$ cat src/rtl/traffic_pkg.sv
// Shared types and default phase durations for the two-road intersection controller.
package traffic_pkg;

  typedef enum logic [2:0] {
    NS_GREEN,
    NS_YELLOW,
    ALLRED_A,
    EW_GREEN,
    EW_YELLOW,
    ALLRED_B,
    WALK
  } xing_state_t;

  typedef struct packed {
    logic r;
    logic y;
    logic g;
  } lamp_t;

  localparam int DEF_CNT_W    = 8;
  localparam int DEF_T_GREEN  = 10;
  localparam int DEF_T_YELLOW = 4;
  localparam int DEF_T_ALLRED = 2;
  localparam int DEF_T_WALK   = 6;

  localparam lamp_t LAMP_RED = '{r: 1'b1, y: 1'b0, g: 1'b0};

  // Red whenever the road is neither green nor yellow, so each road is always one-hot.
  function automatic lamp_t lamp_decode(input logic green, input logic yellow);
    lamp_t l;
    l.g = green;
    l.y = yellow & ~green;
    l.r = ~(green | yellow);
    return l;
  endfunction

endpackage

$ cat src/rtl/traffic_xing_ctrl_phase_timer.sv
// Phase duration counter: clears on restart, otherwise counts up; done flags the last
// clock of a phase of length limit.
module phase_timer
  import traffic_pkg::*;
#(
  parameter int CNT_W = DEF_CNT_W
) (
  input  logic             clk,
  input  logic             rst,
  input  logic             restart,
  input  logic [CNT_W-1:0] limit,
  output logic             done
);

  localparam logic [CNT_W-1:0] ONE = CNT_W'(1);

  logic [CNT_W-1:0] count_q;
  logic [CNT_W-1:0] count_d;

  always_comb begin
    count_d = count_q + ONE;
    if (restart) count_d = '0;
  end

  always_ff @(posedge clk) begin
    if (rst) count_q <= '0;
    else     count_q <= count_d;
  end

  assign done = (count_q == (limit - ONE));

endmodule

$ cat src/rtl/traffic_xing_ctrl.sv
// Two-road intersection controller sequencing NS/EW green, yellow and all-red phases
// with registered lamp outputs. Define TRAFFIC_PED_EN to build the pedestrian walk phase.
module traffic_xing_ctrl
  import traffic_pkg::*;
#(
  parameter int CNT_W    = DEF_CNT_W,
  parameter int T_GREEN  = DEF_T_GREEN,
  parameter int T_YELLOW = DEF_T_YELLOW,
  parameter int T_ALLRED = DEF_T_ALLRED,
  parameter int T_WALK   = DEF_T_WALK
) (
  input  logic clk,
  input  logic rst,
`ifdef TRAFFIC_PED_EN
  input  logic ped_req,
`endif
  output logic ns_r,
  output logic ns_y,
  output logic ns_g,
  output logic ew_r,
  output logic ew_y,
  output logic ew_g,
  output logic walk,
  output logic ped_pending
);

  localparam int T_MAX = (1 << CNT_W) - 1;
  localparam bit DUR_OK = (T_GREEN  >= 1) && (T_GREEN  <= T_MAX) &&
                          (T_YELLOW >= 1) && (T_YELLOW <= T_MAX) &&
                          (T_ALLRED >= 1) && (T_ALLRED <= T_MAX) &&
                          (T_WALK   >= 1) && (T_WALK   <= T_MAX);

  if (!DUR_OK) begin : g_dur_chk
    $error("traffic_xing_ctrl: every duration must lie in 1 .. 2**CNT_W-1");
  end

  localparam logic [CNT_W-1:0] LIM_GREEN  = CNT_W'(T_GREEN);
  localparam logic [CNT_W-1:0] LIM_YELLOW = CNT_W'(T_YELLOW);
  localparam logic [CNT_W-1:0] LIM_ALLRED = CNT_W'(T_ALLRED);
  localparam logic [CNT_W-1:0] LIM_WALK   = CNT_W'(T_WALK);

  xing_state_t      state_q;
  xing_state_t      state_d;
  logic [CNT_W-1:0] limit;
  logic             done;
  logic             restart;
  logic             ped_go;
  lamp_t            ns_q;
  lamp_t            ew_q;

  always_comb begin
    case (state_q)
      NS_GREEN, EW_GREEN:   limit = LIM_GREEN;
      NS_YELLOW, EW_YELLOW: limit = LIM_YELLOW;
      WALK:                 limit = LIM_WALK;
      default:              limit = LIM_ALLRED;
    endcase
  end

  phase_timer #(
    .CNT_W (CNT_W)
  ) u_timer (
    .clk     (clk),
    .rst     (rst),
    .restart (restart),
    .limit   (limit),
    .done    (done)
  );

  always_comb begin
    state_d = state_q;
    if (done) begin
      case (state_q)
        NS_GREEN:  state_d = NS_YELLOW;
        NS_YELLOW: state_d = ALLRED_A;
        ALLRED_A:  state_d = EW_GREEN;
        EW_GREEN:  state_d = EW_YELLOW;
        EW_YELLOW: state_d = ALLRED_B;
        ALLRED_B:  state_d = ped_go ? WALK : NS_GREEN;
        WALK:      state_d = ALLRED_B;
        default:   state_d = ALLRED_B;
      endcase
    end
    restart = (state_d != state_q);
  end

  always_ff @(posedge clk) begin
    if (rst) state_q <= ALLRED_B;
    else     state_q <= state_d;
  end

  // Lamp registers: outputs follow the state one clock later.
  always_ff @(posedge clk) begin
    if (rst) begin
      ns_q <= LAMP_RED;
      ew_q <= LAMP_RED;
    end else begin
      ns_q <= lamp_decode(state_q == NS_GREEN, state_q == NS_YELLOW);
      ew_q <= lamp_decode(state_q == EW_GREEN, state_q == EW_YELLOW);
    end
  end

  assign ns_r = ns_q.r;
  assign ns_y = ns_q.y;
  assign ns_g = ns_q.g;
  assign ew_r = ew_q.r;
  assign ew_y = ew_q.y;
  assign ew_g = ew_q.g;

`ifdef TRAFFIC_PED_EN
  logic pend_q;
  logic pend_d;
  logic after_walk_q;
  logic after_walk_d;
  logic walk_q;
  logic pend_out_q;

  // The all-red that follows a walk always hands over to north-south traffic, so a
  // held request cannot starve the roads; it is served on the next cycle instead.
  assign ped_go = (pend_q | ped_req) & ~after_walk_q;

  always_comb begin
    pend_d = pend_q | ped_req;
    if ((state_d == WALK) && (state_q != WALK)) pend_d = 1'b0;
    after_walk_d = 1'b0;
    if (state_q == WALK)          after_walk_d = 1'b1;
    else if (state_q == ALLRED_B) after_walk_d = after_walk_q;
  end

  always_ff @(posedge clk) begin
    if (rst) begin
      pend_q       <= 1'b0;
      after_walk_q <= 1'b0;
      walk_q       <= 1'b0;
      pend_out_q   <= 1'b0;
    end else begin
      pend_q       <= pend_d;
      after_walk_q <= after_walk_d;
      walk_q       <= (state_q == WALK);
      pend_out_q   <= pend_q;
    end
  end

  assign walk        = walk_q;
  assign ped_pending = pend_out_q;
`else
  assign ped_go      = 1'b0;
  assign walk        = 1'b0;
  assign ped_pending = 1'b0;
`endif

endmodule

$ cat config.mk
export PLATFORM = sky130hd
export DESIGN_NAME = traffic_xing_ctrl
export DESIGN_NICKNAME = d
export VERILOG_FILES = /design/src/rtl/traffic_pkg.sv /design/src/rtl/traffic_xing_ctrl_phase_timer.sv /design/src/rtl/traffic_xing_ctrl.sv
export SDC_FILE = /design/constraint.sdc
export NUM_CORES = 1
export LEC_CHECK = 0
export CAP_MARGIN = 5
export CORE_UTILIZATION = 45
export DETAILED_ROUTE_END_ITERATION = 8
export GPL_ROUTABILITY_DRIVEN = 0
export PLACE_DENSITY = 0.67
export SLEW_MARGIN = 40
export SYNTH_ARGS = -nofsm -noshare
export SYNTH_HDL_FRONTEND = slang
export SYNTH_SLANG_ARGS = --single-unit
$ cat constraint.sdc
create_clock -name clk -period 2.3 [get_ports clk]
set_input_delay 0.345 -clock clk [delete_from_list [all_inputs] [get_ports clk]]
set_output_delay 0.345 -clock clk [all_outputs]
set_load 0.01 [all_outputs]
==> results.sh <==
export IMPL_async_reset_ff_share_pct=0
export IMPL_syn_area_um2=758.2
export IMPL_core_area_mm2=0.001541
export IMPL_io_pins=10
export IMPL_synthDistinctLibCells=30
export IMPL_cp_start_kind="register"
export IMPL_multi_input_area_um2=372.9
export IMPL_overflow=0
export IMPL_startpoint="state_q[1]"
export IMPL_reg2reg_depth=5
export IMPL_pwr_density_cell_mw_per_mm2=700.8
export IMPL_crit_required_ns=2.52
export IMPL_start_util_pct=49.19
export IMPL_clk_pin_slew_ns=0.09
export IMPL_grt_pass1_wl_mm=2.208
export IMPL_critPathCapture="state_q[1]"
export IMPL_yosysWarnings=0
export IMPL_cp_end_kind="register"
export IMPL_fin_worst_skew_ns=0.0003719
export IMPL_min_path_type="reg2reg"
export IMPL_path_depth=5
export IMPL_p_int_mw=0.4253
export IMPL_final_hold_viol_count=0
export IMPL_place_area_um2=810.8
export IMPL_placedCellCount=101
export IMPL_critPathMaxFanout=12
export IMPL_final_nets=93
export IMPL_clock_root_buffer="clkbuf_4"
export IMPL_critical_path_reg2reg_startpoint="state_q[1]"
export IMPL_clk_path_buf_depth=2
export IMPL_p_leak_nw=0.3164
export IMPL_dr_total_vias=561
export IMPL_r2r_end="state_q[1]"
export IMPL_clock_sinks=17
export IMPL_post_cts_setup_buffers=0
export IMPL_drive_above_1_share_pct=10.11
export IMPL_fmaxAchievable_ghz=0.5546
export IMPL_synth_seq_cells=17
export IMPL_antenna_found_initial=0
export IMPL_design_area_um2=837.1
export IMPL_grt_max_degree=13
export IMPL_cpPeakStageDelay_ns=0.54
export IMPL_synthFlopType="dfxtp_1"
export IMPL_cp_cell_sequence="and2b_2 > nor3_1 > o31a_1 > or4_1 > a21oi_1"
export IMPL_setup_tns_ns=0
export IMPL_area_delta_synth_final_pct=10.40
export IMPL_cts_buffers=3
export IMPL_synth_edff_count=0
export IMPL_port_buffers=7
export IMPL_irDropWorstVdd_v=0.0003569
export IMPL_netlist_instances=82
export IMPL_crit_type="reg2reg"
export IMPL_syn_avg_cell_area_um2=9.247
export IMPL_whs_ns=0.4742
export IMPL_wl_per_cell_um=11.72
export IMPL_grt_total_usage_pct=16.42
export IMPL_p_comb_share_pct=16.2
export IMPL_crit_arrival_ns=2.02
export IMPL_first_global_vias=497
export IMPL_slowest_stage="dfxtp_1"
export IMPL_maxCapViolCount=0
export IMPL_synth_area_leaders="dfxtp_1, nor2_1, xor2_1, buf_4, xnor2_1"
export IMPL_yosysTopAreaCell="dfxtp_1"
export IMPL_power_total_mw=0.5866
export IMPL_rsz0062_at_grt="no"
export IMPL_totalWireLength_mm=1.231
export IMPL_die_area_mm2=0.001853
export IMPL_cts_hold_buf=0
export IMPL_fin_crit_ns=1.803
export IMPL_synth_top_area_share_pct=44.88
export IMPL_synth_commonest_cells="dfxtp_1, nor2_1, xor2_1"
export IMPL_diodes=0
export IMPL_drtAntennaViolNets=0
export IMPL_cts_resized=0
export IMPL_seq_area_frac_synth_pct=44.88
export IMPL_setup_viol=0
export IMPL_p_switching_mw=0.1613
export IMPL_drv_slew=0
export IMPL_drt_first_iter_violations=11
export IMPL_nFillCells=143
export IMPL_die_w_um=43.05
export IMPL_via_per_inst=5.343
export IMPL_htree_levels=1
export IMPL_cts_tree="built"
export IMPL_p_seq_share_pct=57.3
export IMPL_clk_latency_ns=0.28
export IMPL_num_rows=14
export IMPL_finalNonFillerCells=105
export IMPL_regArea_um2=340.3
export IMPL_drc=0
export IMPL_die_y_um=43.05
export IMPL_crit_family="simple AND/OR/NAND/NOR gates"
export IMPL_path_buf_inv=0
export IMPL_first_pass_iters=4
export IMPL_outcome="completed"
export IMPL_synth_most_common_cell="dfxtp_1"
export IMPL_swShare_pct=27.50
export IMPL_clkPwrFrac_pct=26.6
export IMPL_r2r_slack_ns=0.50
export IMPL_final_period_utilization_pct=78.39
-- power by group through the flow --
stage	sequential, mW	clock, mW	combinational, mW
3_3_place_gp	0.342	0	0.0925
5_1_grt	0.339	0.173	0.106
2_1_floorplan	0.329	0	0.0860
6_report	0.336	0.156	0.0948
3_5_place_dp	0.343	0	0.0936
4_1_cts	0.336	0.165	0.0940
-- worst register-to-register path: cells and delay by family, from the launching register on --
kind	cells	cell delay [ns]
and+or+nand+nor	3	0.72
DFF	1	0.54
AOI/OAI and AO/OA	2	0.48
-- layer usage --
| metal | routed length (µm) | vias up | GRT usage [%] |
|---|---|---|---|
| met5 | 0 | - | 0 |
| met4 | 31 | 0 | 12.73 |
| met1 | 627 | 261 | 22.43 |
| met3 | 19 | 4 | 2.553 |
| met2 | 552 | 7 | 22.73 |
| li1 | - | 289 | - |
-- final cells by class --
cell class,count,share of cell area (%)
clock buffers,4,3.139
repair buffers,7,8.371
well taps,16,2.392
multi-input cells,59,44.54
inverters,2,0.8969
flip-flops and latches,17,40.66
-- state kept, by name, indices dropped and copies added, names as in the netlist --
| register | flops |
|---|---|
| ns_g | 1 |
| state_q | 3 |
| ew_y | 1 |
| ns_r | 1 |
| ew_g | 1 |
| ns_y | 1 |
| ew_r | 1 |
| u_timer.count_q | 8 |
-- cells in the final DEF, fill, tap and decap left out, drive strengths merged --
cell | netlist | final
or3 | 1 | 1
nor4b | 1 | 1
and3b | 1 | 1
nor3 | 2 | 2
ha | 1 | 1
and2 | 2 | 2
nand4 | 2 | 2
o21ai | 1 | 1
o31a | 1 | 1
nor2 | 14 | 14
nand3 | 4 | 4
clkdlybuf4s50 | 0 | 7
o31ai | 3 | 3
or2b | 1 | 1
nand3b | 2 | 2
inv | 2 | 2
nand2 | 3 | 3
conb | 1 | 2
and3 | 1 | 1
a21oi | 1 | 1
dfxtp | 17 | 17
a21o | 2 | 2
xor2 | 5 | 5
xnor2 | 3 | 3
nor4 | 1 | 1
clkbuf | 0 | 4
nor3b | 2 | 2
and2b | 2 | 2
or4 | 1 | 1
-- cell families after synthesis --
group	share of synthesized area [%]
other	0.4946
AND/OR/NAND/NOR	29.87
flip-flops	44.88
buffers and inverters	6.436
adder cells (fa/ha/maj)	1.650
XOR/XNOR	9.241
AO/OA/AOI/OAI	7.424
-- how the worst min path moves through the flow --
| stage | startpoint | to | slack (ns) | cells after the start |
|---|---|---|---|---|
| after floorplan | rst | u_timer.count_q[0] | 0.41 | 1 |
| after global placement | u_timer.count_q[0] | u_timer.count_q[0] | 0.44 | 1 |
| after detailed placement | u_timer.count_q[0] | u_timer.count_q[0] | 0.45 | 1 |
| after CTS | u_timer.count_q[0] | u_timer.count_q[0] | 0.47 | 1 |
| after global routing | u_timer.count_q[0] | u_timer.count_q[0] | 0.49 | 1 |
| final | u_timer.count_q[0] | u_timer.count_q[0] | 0.47 | 1 |
-- metrics by stage --
stage                     utilization (%)  setup WS, ns
after floorplan                         -        0.6913
after global routing                54.30        0.3686
after detailed placement            52.60        0.5305
after CTS                           54.30        0.5026
final                               54.30        0.4971
after global placement              52.60        0.5667
Power figures use the tool's default switching activity.
